==> config.mk <==
export PLATFORM = sky130hd
export DESIGN_NAME = pg_fault_cfg_ctrl
export DESIGN_NICKNAME = d
export VERILOG_FILES = /design/src/rtl/pg_fault_cfg_ctrl.sv
export SDC_FILE = /design/constraint.sdc
export NUM_CORES = 1
export LEC_CHECK = 0
export BUFFER_PORTS_ARGS = -buffer_cell sky130_fd_sc_hd__buf_2
export CAP_MARGIN = 20
export CORE_AREA = 2 2 57 59
export DETAILED_ROUTE_END_ITERATION = 10
export DIE_AREA = 0 0 59 61
export PLACE_DENSITY = 0.7
export SETUP_SLACK_MARGIN = 0.3
export SLEW_MARGIN = 20
export SYNTH_ARGS = -nofsm -noshare
export SYNTH_HDL_FRONTEND = slang
export SYNTH_SLANG_ARGS = --single-unit
==> constraint.sdc <==
create_clock -name clk -period 3.9 [get_ports clk]
set_input_delay 1.17 -clock clk [delete_from_list [all_inputs] [get_ports clk]]
set_output_delay 1.17 -clock clk [all_outputs]
set_load 0.02 [all_outputs]
==> src/rtl/pg_fault_cfg_ctrl.sv <==
// Mesh-wide power-gated fault configuration sequencer: range-checks set/clear
// commands, quiesces and drains the network, swaps pg_en/pg_node, then settles.
module pg_fault_cfg_ctrl #(
  parameter int MESH_X        = 8,
  parameter int MESH_Y        = 8,
  parameter int DRAIN_TIMEOUT = 256,
  parameter int SETTLE_CYC    = 4
) (
  input  logic       clk,
  input  logic       rst_n,
  input  logic       cfg_valid,
  output logic       cfg_ready,
  input  logic       cfg_en,
  input  logic [5:0] cfg_node,
  input  logic       drain_done,
  output logic       quiesce_req,
  output logic       pg_en,
  output logic [5:0] pg_node,
  output logic       cfg_done,
  output logic [1:0] cfg_err,
  output logic       err_pulse
);

  localparam int CNT_MAX = (DRAIN_TIMEOUT > SETTLE_CYC) ? DRAIN_TIMEOUT : SETTLE_CYC;
  localparam int CNT_W   = $clog2(CNT_MAX) + 1;

  localparam logic [CNT_W-1:0] DRAIN_LAST  = CNT_W'(DRAIN_TIMEOUT - 1);
  localparam logic [CNT_W-1:0] SETTLE_LAST = CNT_W'(SETTLE_CYC - 1);
  localparam logic [3:0]       MX          = 4'(MESH_X);
  localparam logic [3:0]       MY          = 4'(MESH_Y);

  localparam logic [1:0] ERR_COORD = 2'b01;
  localparam logic [1:0] ERR_DRAIN = 2'b10;

  typedef enum logic [2:0] {
    IDLE,
    CHECK,
    DRAIN,
    UPDATE,
    SETTLE
  } state_e;

  state_e           state_q, state_d;
  logic             sh_en_q, sh_en_d;
  logic [5:0]       sh_node_q, sh_node_d;
  logic             pg_en_q, pg_en_d;
  logic [5:0]       pg_node_q, pg_node_d;
  logic [CNT_W-1:0] cnt_q, cnt_d;

  logic bad_coord;
  logic same_cfg;

  // Only a set command carries a meaningful coordinate; clears are never range-checked.
  assign bad_coord = sh_en_q && (({1'b0, sh_node_q[2:0]} >= MX) ||
                                 ({1'b0, sh_node_q[5:3]} >= MY));
  assign same_cfg  = (!sh_en_q && !pg_en_q) ||
                     (sh_en_q && pg_en_q && (sh_node_q == pg_node_q));

  // NOTE: every signal written here gets a default first, so no path can infer a latch.
  always_comb begin
    state_d     = state_q;
    sh_en_d     = sh_en_q;
    sh_node_d   = sh_node_q;
    pg_en_d     = pg_en_q;
    pg_node_d   = pg_node_q;
    cnt_d       = cnt_q;
    cfg_ready   = 1'b0;
    quiesce_req = 1'b0;
    cfg_done    = 1'b0;
    cfg_err     = 2'b00;
    err_pulse   = 1'b0;

    unique case (state_q)
      IDLE: begin
        cfg_ready = 1'b1;
        if (cfg_valid) begin
          sh_en_d   = cfg_en;
          sh_node_d = cfg_node;
          state_d   = CHECK;
        end
      end
      CHECK: begin
        if (bad_coord) begin
          err_pulse = 1'b1;
          cfg_err   = ERR_COORD;
          state_d   = IDLE;
        end else if (same_cfg) begin
          cfg_done = 1'b1;
          state_d  = IDLE;
        end else begin
          cnt_d   = '0;
          state_d = DRAIN;
        end
      end
      DRAIN: begin
        quiesce_req = 1'b1;
        // drain_done is tested first so it wins on the terminal cycle.
        if (drain_done) begin
          state_d = UPDATE;
        end else if (cnt_q == DRAIN_LAST) begin
          err_pulse = 1'b1;
          cfg_err   = ERR_DRAIN;
          state_d   = IDLE;
        end else begin
          cnt_d = cnt_q + CNT_W'(1);
        end
      end
      UPDATE: begin
        quiesce_req = 1'b1;
        pg_en_d     = sh_en_q;
        pg_node_d   = sh_en_q ? sh_node_q : 6'd0;
        cnt_d       = '0;
        state_d     = SETTLE;
      end
      SETTLE: begin
        quiesce_req = 1'b1;
        if (cnt_q == SETTLE_LAST) begin
          cfg_done = 1'b1;
          state_d  = IDLE;
        end else begin
          cnt_d = cnt_q + CNT_W'(1);
        end
      end
      default: state_d = IDLE;
    endcase
  end

  // NOTE: state registers use non-blocking assignments only, so all flops update together.
  always_ff @(posedge clk or negedge rst_n) begin
    if (!rst_n) begin
      state_q   <= IDLE;
      sh_en_q   <= 1'b0;
      sh_node_q <= 6'd0;
      pg_en_q   <= 1'b0;
      pg_node_q <= 6'd0;
      cnt_q     <= '0;
    end else begin
      state_q   <= state_d;
      sh_en_q   <= sh_en_d;
      sh_node_q <= sh_node_d;
      pg_en_q   <= pg_en_d;
      pg_node_q <= pg_node_d;
      cnt_q     <= cnt_d;
    end
  end

  assign pg_en   = pg_en_q;
  assign pg_node = pg_node_q;

endmodule

# [Yosys cells after proc, flatten, opt, wreduce, memory -nomap -nowiden]
# Cells that the tools add are included.
[word_totals] ff_bits=26 output_inout_bits=13 word_cells=56 inputBits=11
[op_classes] addsub=1 n_reduce_logical=12 n_eq_ne=14 n_mux=23
[op_table] op="$mux W9" count=4
[op_table] op="$pmux W9 S4" count=1
[op_table] op="$pmux W3 S5" count=1
[op_table] op="$mux W3" count=4
[op_table] op="$ne A2 B2 Y1 const B" count=6
[op_table] op="$add A9 B1 Y9 const B" count=1
[op_table] op="$eq A9 B2 Y1 const B" count=1
[op_table] op="$eq A9 B8 Y1 const B" count=1
[op_table] op="$mux W2" count=4
[op_table] op="$mux W1" count=7
[op_table] op="$eq A3 B2 Y1 const B" count=2
[op_table] op="$eq A6 B6 Y1" count=1
[op_table] op="$mux W6" count=1
[op_table] op="$reduce_and A5 Y1" count=1
[op_table] op="$reduce_bool A4 Y1" count=1
[op_table] op="$eq A3 B1 Y1 const B" count=1
[op_table] op="$eq A3 B3 Y1 const B" count=1
[op_table] op="$logic_and A1 B1 Y1" count=3
[op_table] op="$logic_not A3 Y1" count=1
[op_table] op="$ne A3 B3 Y1 const B" count=1
[op_table] op="$reduce_and A3 Y1" count=1
[op_table] op="$reduce_or A3 Y1" count=1
[op_table] op="$logic_not A1 Y1" count=2
[op_table] op="$pmux W1 S2" count=1
[op_table] op="2 further kinds" count=2

# [Depth between registers and ports, before layout]
[depth] depth_word=5 ltp_mapped=10 ltp_nobuf=10

# [Worst setup path after synthesis]
# No wires, ideal clock.
[synth_timing] path_kind="input-to-output" from="input drain_done" to="output cfg_err[1]" stages=4 path_buffers=1 arrival_ps=2058 path_slack_ps=672 path_cell_list="inv_1 -> nand3_1 -> nor3_1 -> buf_4"
[synth_between] elab_chain_len=2
[synth_rtl] item="start, declared" line="15" text="input logic drain_done,"
[synth_rtl] item="$mux W2" line="98" text="if (drain_done) begin"
[synth_rtl] item="$mux W2"
[synth_rtl] item="end, declared" line="20" text="output logic [1:0] cfg_err,"
# No other way between the ends.

# [Worst setup path in the final report]
[layout_timing] from="register state_q[0]" to="output cfg_done"
[layout_between] elab_chain_len=2
[layout_rtl] item="start, declared" line="43" text="state_e state_q, state_d;"
[layout_rtl] item="start signal, assigned" line="138" text="state_q <= state_d;"
[layout_rtl] item="$eq A3 B3 Y1 or $eq A3 B1 Y1 (tied branches)" line="73" text="unique case (state_q)"
[layout_rtl] item="$pmux W1 S2 *" line="73"
[layout_rtl] item="end, declared" line="19" text="output logic cfg_done,"
# Mark *: on every way between the ends. The rest lies on a longest branch, timed or not.

==> key figures <==
Global routing
  • Maximum number of pins on one net before global-route repair: 27
  • Wire length of the first global-routing pass: about 4700 um
  • Number of global-route vias before repair: roughly 1,100
  • Total grt overflow: 0
  • Antenna violations before repair: 0
  • Global-route total usage across every layer: ~17%

Timing
  • Accumulated negative setup slack: 0 ns
  • Max-slew headroom at the worst pin: a little over 60%
  • Final hold vios: 0
  • Final min period: around 3.3 ns
  • Max frequency: approximately 300 MHz
  • Largest clock skew in the final design: ~0.0031 ns
  • Transition time at the pin with the least slew margin: 0.577 ns
  • Period Utilization, post-route: a little over four fifths
  • RSZ-0062 raised after global routing: no
  • Worst hold margin: between 0.5 and 0.6 ns
  • Max-slew violation total from the final report: 0
  • Endpoints failing setup: 0

Route
  • Number of iterations in the first detailed-routing pass: 4
  • DR vias/cell: approximately 5.6
  • Antenna violation net count after detailed routing: 0
  • Final routed wirelength across all metal layers: around 2700 um
  • 1st-iter DRT viols: 34
  • Overall via count from detail_route: 1,073
  • Post-detailed-route wirelength per cell: 14.2 um
  • DRC violation count after routing: 0

Clocking
  • Number of H-tree levels: 1
  • Number of gates resized after CTS: 0
  • Clock Pin Slew Worst Setup and Hold Paths: between 0.1 and 0.15 ns
  • Clock Tree Buf Depth: 2
  • Post-CTS setup repair buffer count: 0
  • Clock Sinks: 26
  • Clk Tree Root Cell: sky130_fd_sc_hd__clkbuf_4
  • Latest clock arrival within the worst-skew pair: 0.32 ns
  • Number of buffers added to fix hold violations after cts: 0
  • TritonCTS Buffers: 3
  • TritonCTS clock tree: done

Placement
  • Post-detailed-placement half-perimeter wirelength: 2060 um
  • Gp weighted congestion: ~0.83
  • Quantity of I/O buffers inserted on ports: 22

Setup path
  • Worst Setup Start Kind: flop
  • R2r setup slk: 1.47 ns
  • Worst reg2reg path startpoint: cnt_q[0]
  • Critical Path RT: ~2.7 ns
  • R2R depth: 9
  • Peak fanout along the critical path: 12
  • Arrival time of the worst setup path: 2.10 ns
  • Crit. End Element: output port
  • Critical Setup Path Class: flop to output port
  • RR Endpoint: cnt_q[8]

Logic synthesis
  • Post-synthesis cell area: 1440 um2
  • Synth Area in Compound Gates: around a tenth
  • Share of synthesized area occupied by flip-flops and latches: approximately 45%
  • Proportion of register bits with asynchronous set or reset after synthesis: 100%
  • Post-synthesis simple-gate area fraction: about 22%
  • Leading register cell type out of synthesis: sky130_fd_sc_hd__dfrtp_1
  • Mux cell area share after synthesis: under 10%
  • Post-synthesis net count: 155
  • Area fraction of the dominant cell type after synthesis: between 40% and 50%
  • Post-synthesis area per instance: 10.2 um2
  • Number of synthesized flops with an enable pin: 0
  • Cell type contributing the most total cell area after synthesis: sky130_fd_sc_hd__dfrtp_1
  • Top cell types by occurrence after synthesis: sky130_fd_sc_hd__dfrtp_1, sky130_fd_sc_hd__nand2_1, sky130_fd_sc_hd__mux2_2, sky130_fd_sc_hd__nor3b_1, sky130_fd_sc_hd__o21ai_0
  • Count of state elements after synthesis: 26
  • Cell count after synthesis: 142
  • Combinational family with the most area after synthesis: simple AND/OR/NAND/NOR gates
  • Most frequent cell after synthesis: sky130_fd_sc_hd__dfrtp_1
  • Synth cell types: 41
  • Warnings from Yosys: 0
  • Post-synthesis xor/xnor area fraction: ~4.2%
  • Synth Area in Adders: under 10%
  • Top cells by area, synth: sky130_fd_sc_hd__dfrtp_1, sky130_fd_sc_hd__mux2_2, sky130_fd_sc_hd__nand2_1

Final layout
  • Final antenna diode count: 0
  • Count of nets after finishing: 174
  • Fraction of layout cells with a size suffix above 1: approximately 28%
  • Synthesis-to-finish area growth: 9.45%
  • End-of-flow core utilization: between 50% and 60%

Die
  • Die Area: between 3000 and 4000 um2
  • Core box area: slightly below 3000 um2
  • IO Pins: 24
  • Horizontal die dimension: 59 um
  • Placement Rows: 20
  • Die outline height: around 61 um
  • Initial core utilization: between 40 and 50%

Power and ir drop
  • Leakage power of the design: between 0.7 and 0.8 nW
  • Total net switching power: 501 uW
  • Combinational share of power: between 40% and 50%
  • Clock power share: ~15%
  • Sw Share: 42.1%
  • Proportion of power drawn by flip-flops and latches: approximately two fifths
  • Internal power: about 690 uW
  • Pwr Density: 753 nW/um2
  • Peak ir drop on the vdd network: 0.339 mV
  • Overall power: ~1.2 mW

Worst hold path
  • Type of the worst min-delay path: flop to flop
  • HP Start: pg_node[2]
  • Hold-critical path depth: 2
  • Worst-case hold path end point: pg_node[2]

Flow run
  • Number of max-cap violations: 0

Run status
  • Outcome: complete, no violations
## area by class of cell
type | count | area [um2]
Clock buffer | 3 | 22.5
Tap cell | 33 | 41.3
Clock inverter | 1 | 30.0
Multi-Input combinational cell | 101 | 694
Timing Repair Buffer | 23 | 118
Sequential cell | 26 | 651
Fill cell | 277 | 1370
Inverter | 6 | 22.5
## worst max-delay path by stage
stage                          start          to  cells past startpoint
after detailed placement  drain_done   err_pulse                      5
after CTS                 state_q[0]    cfg_done                      6
after global placement    drain_done   err_pulse                      5
after floorplan           drain_done  cfg_err[1]                      4
after global routing        cnt_q[1]   err_pulse                      8
final                     state_q[0]    cfg_done                      6
## worst max-delay path, cell delays in order (launching register included)
cell                      delay (ns)
sky130_fd_sc_hd__dfrtp_1        0.57
sky130_fd_sc_hd__or2b_2         0.36
sky130_fd_sc_hd__nor4_1         0.31
sky130_fd_sc_hd__or2_1          0.20
sky130_fd_sc_hd__inv_1          0.05
sky130_fd_sc_hd__o31ai_1        0.07
sky130_fd_sc_hd__buf_2          0.22
## registers in the layout (all words and copies together) (netlist names)
signal / cells
sh_en_q: 1
sh_node_q: 6
cnt_q: 9
pg_node: 6
state_q: 3
pg_en: 1
## placed cells by master, fill, tap and decap left out, drive strengths merged, types with 4 or more instances in the layout
| cell type | synthesis | final |
|---|---|---|
| and3 | 6 | 6 |
| buf | 6 | 23 |
| dfrtp | 26 | 26 |
| inv | 6 | 6 |
| mux2 | 10 | 10 |
| nand2 | 18 | 18 |
| nand3 | 4 | 4 |
| nor2 | 6 | 6 |
| nor3 | 4 | 4 |
| nor3b | 7 | 7 |
| o21ai | 7 | 7 |
| xor2 | 4 | 4 |
## metal layers
metal,vias to the layer above,GRT usage [%],share of wire [%]
li1,532,-,-
met1,521,21.9,47
met2,18,29.8,50
met3,2,2.35,2.8
met4,0,6.82,0.51
met5,-,0,0
## logic make-up (layout without fill, tap and decap cells)
group           count (synthesis)  in the layout
compound gates                 21             21
buf+inv                        15             33
fa+ha+maj                       2              2
xor+xnor                        7              7
flops                          26             26
simple gates                   58             58
other cells                     1              1
mux                            12             12
## power groups by stage
stage                     sequential (mW)  clock, mW  combinational, mW
after floorplan                     0.483          0              0.426
after global placement              0.488          0              0.501
after detailed placement            0.500          0              0.513
after CTS                           0.496      0.193              0.515
after global routing                0.512      0.200              0.568
final                               0.496      0.183              0.510
## stage by stage
step	cells	cell area, um2	setup WS, ns
2_1_floorplan	142	1440	0.672
3_3_place_gp	189	1530	0.960
3_5_place_dp	189	1530	0.913
4_1_cts	193	1580	0.627
5_1_grt	193	1580	0.431
6_report	193	1580	0.632
(Power assumes the default switching activity.)
